--- src/rtl/pc_fetch_sequencer.sv ---
// ---------------------------------------------------------------------------
// pc_fetch_sequencer
//
// Purpose:
//   Multi-cycle sequencer that owns the program counter and runs the
//   instruction-fetch handshake. Each instruction goes through
//   FETCH -> ISSUE -> ADVANCE. In ADVANCE the PC is advanced by the output
//   of an external operand mux. This block drives that mux's select line:
//   1 selects the constant 2 (sequential step), and 0 selects the branch
//   offset.
//
// Optional feature macro:
//   PC_ALIGN_CHECK_EN - when defined, ADVANCE refuses to load an odd PC.
//                       In that case it sets AlignFault and halts instead.
//                       When undefined, align_fault_o is tied to 0.
//
// Parameters:
//   WIDTH    - PC / address / mux datapath width
//   RESET_PC - PC value loaded on reset
//   MAX_WAIT - number of fetch-ack wait cycles before timeout (1..255)
//
// Ports:
//   clk_i            rising-edge clock
//   rst_ni           asynchronous active-low reset
//   start_i          leave IDLE and begin fetching
//   halt_i           stop after the current PC update (sampled in IDLE/ADVANCE)
//   fetch_req_o      fetch request to instruction memory
//   fetch_addr_o     fetch address (= pc_o)
//   fetch_ack_i      instruction memory returned data
//   instr_valid_o    fetched instruction available to decode
//   instr_ready_i    decode accepts instruction; qualifies branch_taken_i
//   branch_taken_i   1 = next PC uses the offset, 0 = sequential
//   operand_sel_o    mux select: 1 = constant 2, 0 = offset
//   mux_out_i        mux output (2 or branch offset)
//   pc_o             current program counter
//   busy_o           state is neither IDLE nor HALTED
//   fetch_timeout_o  sticky fetch-timeout flag
//   align_fault_o    sticky misaligned-PC flag (0 unless PC_ALIGN_CHECK_EN)
// ---------------------------------------------------------------------------
module pc_fetch_sequencer #(
  parameter int unsigned       WIDTH    = 17,
  parameter logic [WIDTH-1:0]  RESET_PC = '0,
  parameter int unsigned       MAX_WAIT = 15
) (
  input  logic             clk_i,
  input  logic             rst_ni,
  input  logic             start_i,
  input  logic             halt_i,
  output logic             fetch_req_o,
  output logic [WIDTH-1:0] fetch_addr_o,
  input  logic             fetch_ack_i,
  output logic             instr_valid_o,
  input  logic             instr_ready_i,
  input  logic             branch_taken_i,
  output logic             operand_sel_o,
  input  logic [WIDTH-1:0] mux_out_i,
  output logic [WIDTH-1:0] pc_o,
  output logic             busy_o,
  output logic             fetch_timeout_o,
  output logic             align_fault_o
);

  localparam logic [2:0] S_IDLE    = 3'd0;
  localparam logic [2:0] S_FETCH   = 3'd1;
  localparam logic [2:0] S_ISSUE   = 3'd2;
  localparam logic [2:0] S_ADVANCE = 3'd3;
  localparam logic [2:0] S_HALTED  = 3'd4;

  // Cycle count at which an un-acked fetch gives up. The counter holds the
  // number of wait cycles already spent, so the cycle that would bring it to
  // MAX_WAIT is the last chance for an ack.
  localparam logic [7:0] WAIT_LAST = 8'(MAX_WAIT - 1);

  logic [2:0]       state_q, state_d;
  logic [WIDTH-1:0] pc_q, pc_d;
  logic [7:0]       wait_cnt_q, wait_cnt_d;
  logic             op_sel_q, op_sel_d;
  logic             timeout_q, timeout_d;
  logic [WIDTH-1:0] pc_sum;

  // Wrap-around modulo 2^WIDTH is intentional.
  assign pc_sum = pc_q + mux_out_i;

`ifdef PC_ALIGN_CHECK_EN
  logic align_q, align_d;
`endif

  always_comb begin
    state_d    = state_q;
    pc_d       = pc_q;
    wait_cnt_d = wait_cnt_q;
    op_sel_d   = op_sel_q;
    timeout_d  = timeout_q;
`ifdef PC_ALIGN_CHECK_EN
    align_d    = align_q;
`endif

    case (state_q)
      S_IDLE: begin
        if (start_i) begin
          state_d = S_FETCH;
        end else if (halt_i) begin
          state_d = S_HALTED;
        end
      end

      S_FETCH: begin
        if (fetch_ack_i) begin
          // An ack wins even on the cycle that would otherwise time out.
          state_d    = S_ISSUE;
          wait_cnt_d = '0;
        end else if (wait_cnt_q == WAIT_LAST) begin
          state_d    = S_HALTED;
          wait_cnt_d = wait_cnt_q + 8'd1;
          timeout_d  = 1'b1;
        end else begin
          wait_cnt_d = wait_cnt_q + 8'd1;
        end
      end

      S_ISSUE: begin
        // branch_taken_i has meaning only when decode accepts the instruction.
        if (instr_ready_i) begin
          op_sel_d = ~branch_taken_i;
          state_d  = S_ADVANCE;
        end
      end

      S_ADVANCE: begin
        op_sel_d = 1'b1;
`ifdef PC_ALIGN_CHECK_EN
        if (pc_sum[0]) begin
          // A misaligned target overrides halt and leaves the PC untouched.
          align_d = 1'b1;
          state_d = S_HALTED;
        end else begin
          pc_d    = pc_sum;
          state_d = halt_i ? S_HALTED : S_FETCH;
        end
`else
        pc_d    = pc_sum;
        state_d = halt_i ? S_HALTED : S_FETCH;
`endif
      end

      S_HALTED: begin
        // Terminal state. Only reset leaves it.
      end

      default: begin
        state_d = S_IDLE;
      end
    endcase
  end

  always_ff @(posedge clk_i or negedge rst_ni) begin
    if (!rst_ni) begin
      state_q    <= S_IDLE;
      pc_q       <= RESET_PC;
      wait_cnt_q <= '0;
      op_sel_q   <= 1'b1;
      timeout_q  <= 1'b0;
    end else begin
      state_q    <= state_d;
      pc_q       <= pc_d;
      wait_cnt_q <= wait_cnt_d;
      op_sel_q   <= op_sel_d;
      timeout_q  <= timeout_d;
    end
  end

`ifdef PC_ALIGN_CHECK_EN
  always_ff @(posedge clk_i or negedge rst_ni) begin
    if (!rst_ni) begin
      align_q <= 1'b0;
    end else begin
      align_q <= align_d;
    end
  end
  assign align_fault_o = align_q;
`else
  assign align_fault_o = 1'b0;
`endif

  // Every output is a register or a pure decode of the state register.
  assign fetch_req_o     = (state_q == S_FETCH);
  assign fetch_addr_o    = pc_q;
  assign instr_valid_o   = (state_q == S_ISSUE);
  assign operand_sel_o   = op_sel_q;
  assign pc_o            = pc_q;
  assign busy_o          = (state_q != S_IDLE) && (state_q != S_HALTED);
  assign fetch_timeout_o = timeout_q;

endmodule

--- config.mk ---
export PLATFORM = sky130hd
export DESIGN_NAME = pc_fetch_sequencer
export DESIGN_NICKNAME = d
export VERILOG_FILES = /design/src/rtl/pc_fetch_sequencer.sv
export SDC_FILE = /design/constraint.sdc
export NUM_CORES = 1
export LEC_CHECK = 0
export CAP_MARGIN = 10
export CORE_ASPECT_RATIO = 1.25
export CORE_MARGIN = 2
export CORE_UTILIZATION = 45
export CTS_CLUSTER_DIAMETER = 60
export DETAILED_ROUTE_END_ITERATION = 10
export GPL_TIMING_DRIVEN = 0
export PLACE_DENSITY = 0.76
export RECOVER_POWER = 25
export SYNTH_ARGS = -nofsm -noshare
export SYNTH_HDL_FRONTEND = slang
export SYNTH_SLANG_ARGS = --single-unit
--- constraint.sdc ---
create_clock -name clk_i -period 4.4 [get_ports clk_i]
set_input_delay 0.66 -clock clk_i [delete_from_list [all_inputs] [get_ports clk_i]]
set_output_delay 0.66 -clock clk_i [all_outputs]
set_load 0.03 [all_outputs]
==> flow_summary.toml <==
[status]
status = "complete, no violations"

[timing]
hold_violations = 0
fin_ws_ns = 1.42
tns_ns = 0
fin_skew_ns = 0.0142
period_share = 0.676
maxSlewHeadroom = 0.308
fin_crit_ns = 2.98
worst_pin_slew_ns = 1.04
slew_violations = 0
setup_viol = 0
rsz0062_at_grt = "no"
max_clock_freq_mhz = 336

[global_route]
antenna_found_initial = 0
overflow = 0
grt_pass1_vias = 2080
grt_max_degree = 21
grtUsageMet1 = 0.240
grt_pass1_wl_um = 8980
grtUsageMet2 = 0.358
use_met3 = 0.0379
top_usage_layer = "met2"
grt_use_total = 0.205

[worst_setup_path]
crit_end = "fetch_req_o"
cp-startpoint = "state_q[0]"
ff2ff_path_depth = 8
startpoint_type = "flop"
reg2reg_to = "fetch_addr_o[16]"
reg2reg_slack_ns = 2.08
critPathMaxFanout = 10
cp_data_arrival_time_ns = 2.32
worst_ep_required_time_ns = 3.74
setup.worst_path.class = "reg -> out"
r2r_start = "fetch_addr_o[0]"
endpoint_kind = "output pin"

[routing]
via_per_inst = 5.36
avgRoutedWirePerCell_um = 13.3
ant_nets = 0
wirelength_um = 5310
drt_iter0_drc = 88
drtPass1Iterations = 4
num_vias = 2138
drc = 0

[cts]
post-cts-setup-buffers = 0
path_clk_slew_ns = 0.06
hold_buffers = 0
clock_path_buffers = 2
post_cts_resized = 0
htree_levels = 2
cts_tree = "done"
cts.sinks = 30
cts_root_buf = "clkbuf_8"
cts-buffers-inserted = 5
worstSkewPairLatency_ns = 0.29

[yosys]
synth-main-ff-cell = "dfrtp_1"
synthDistinctLibCells = 47
netlist_area_um2 = 2250
synth.top_cell.area_share = 0.322
synthArstFlopShare = 1.00
syn_nets = 312
synthTopCellsByArea = "dfrtp_1 (32%), ha_1 (10%), nand2_1 (6.5%)"
syn_area_per_cell_um2 = 8.38
ys.warnings.count = 0
synth_seq_cells = 30
seq_area_frac_synth = 0.334
synth_edf_count = 0
synthCells = 269
yosys.area.top_type = "dfrtp_1"

[power]
powerDensity_nw_per_um2 = 818
leakagePower_nw = 1.40
sequentialPowerShare = 0.226
p_clk_frac = 0.095
peakVddDrop_uv = 408
swShare = 0.478
comb_power_share = 0.679
p_sw_mw = 1.19
internal_power_mw = 1.30
p_total_mw = 2.48

[cells_and_area]
diodes = 0
final_cell_mix = "clkdlybuf4s50_1 (60), nand2_1 (39), dfrtp_1 (29)"
syn_to_final_growth_pct = 34.6
mostFrequentLayoutCell = "clkdlybuf4s50_1"
drive_gt1_frac = 0.103
layout.nets = 381
nFillCells = 434

[worst_hold_path]
hold_class = "reg -> reg"

[placement]
place_congestion = 0.858
post-place-ws_ns = 1.47
hpwl_um = 4140
io_buffers = 61

[floorplanning]
die_w_um = 67.3
die_area_um2 = 5600
io_pins = 64
core_area_um2 = 4760
rows = 28
die_height_um = 83.1
start_util = 0.473

[run]
drv_cap = 0
stage by stage:
stage / instances / util / hold WS [ns] / cell area, µm²
6_report: 399 / 0.637 / 0.460 / 3040
5_1_grt: 399 / 0.637 / 0.477 / 3040
4_1_cts: 399 / 0.639 / 0.465 / 3050
3_5_place_dp: 391 / 0.620 / 0.446 / 2960
3_3_place_gp: 390 / 0.617 / 0.444 / 2940
2_1_floorplan: 269 / - / 0.364 / 2250
state kept, by name, indices dropped and copies added (netlist names):
register and cells:
fetch_addr_o 17, fetch_timeout_o 1, operand_sel_o 1, state_q 3, wait_cnt_q 8
cell families (layout without fill, tap and decap cells):
kind of cell	after synthesis	after routing	share of synthesized area
compound gates	73	73	0.198
xor+xnor	11	11	0.0427
fa+ha+maj	19	19	0.109
buf+inv	35	105	0.0905
flops	30	30	0.334
mux	6	6	0.0277
other cells	1	1	0.00166
simple gates	94	94	0.198
worst max-delay path, stage by stage, from the launching register on:
cell and delay (ns):
dfrtp_1 0.44, or3b_1 0.35, buf_2 0.16, clkbuf_1 0.23, inv_1 0.16, clkdlybuf4s50_1 0.68
Yosys cell counts (6+ instances only):
library cell  instances
dfrtp_1              29
a21o_1                8
nand3_1               6
ha_1                 18
nand2_1              39
inv_1                 9
buf_4                18
nor2_1               18
nor3_1                6
o21ai_0              23
xnor2_1               7
a21oi_1              20
power groups by stage:
| stage | Clock, mW | Combinational, mW | Sequential (mW) |
|---|---|---|---|
| floorplan | 0 | 1.00 | 0.699 |
| global placement | 0 | 1.65 | 0.559 |
| detailed placement | 0 | 1.69 | 0.567 |
| CTS | 0.239 | 1.69 | 0.563 |
| global route | 0.249 | 1.85 | 0.585 |
| finish | 0.235 | 1.69 | 0.562 |
cell type report:
| class | instances | area, µm² | share of cell area |
|---|---|---|---|
| Clock buffer | 7 | 86.3 | 0.0284 |
| Inverter | 9 | 33.8 | 0.0111 |
| Sequential cell | 30 | 752 | 0.248 |
| Multi-Input combinational cell | 204 | 1300 | 0.428 |
| Tap cell | 60 | 75.1 | 0.0247 |
| Clock inverter | 1 | 5.00 | 0.00165 |
| Timing Repair Buffer | 62 | 614 | 0.202 |
| Buffer | 26 | 170 | 0.0561 |
layer usage:
metal,part of all wire,vias up
met5,0,-
met4,0.021,0
met3,0.051,13
met2,0.51,65
met1,0.42,989
li1,-,1071
worst min-delay path by stage:
stage,startpoint,cells past startpoint,end,slack (ns)
2_1_floorplan,rst_ni,0,fetch_addr_o[0],0.36
3_3_place_gp,fetch_timeout_o,1,fetch_timeout_o,0.44
3_5_place_dp,fetch_timeout_o,1,fetch_timeout_o,0.45
4_1_cts,fetch_timeout_o,1,fetch_timeout_o,0.47
5_1_grt,fetch_timeout_o,1,fetch_timeout_o,0.48
6_report,fetch_timeout_o,1,fetch_timeout_o,0.46
Power figures use the tool's default switching activity.
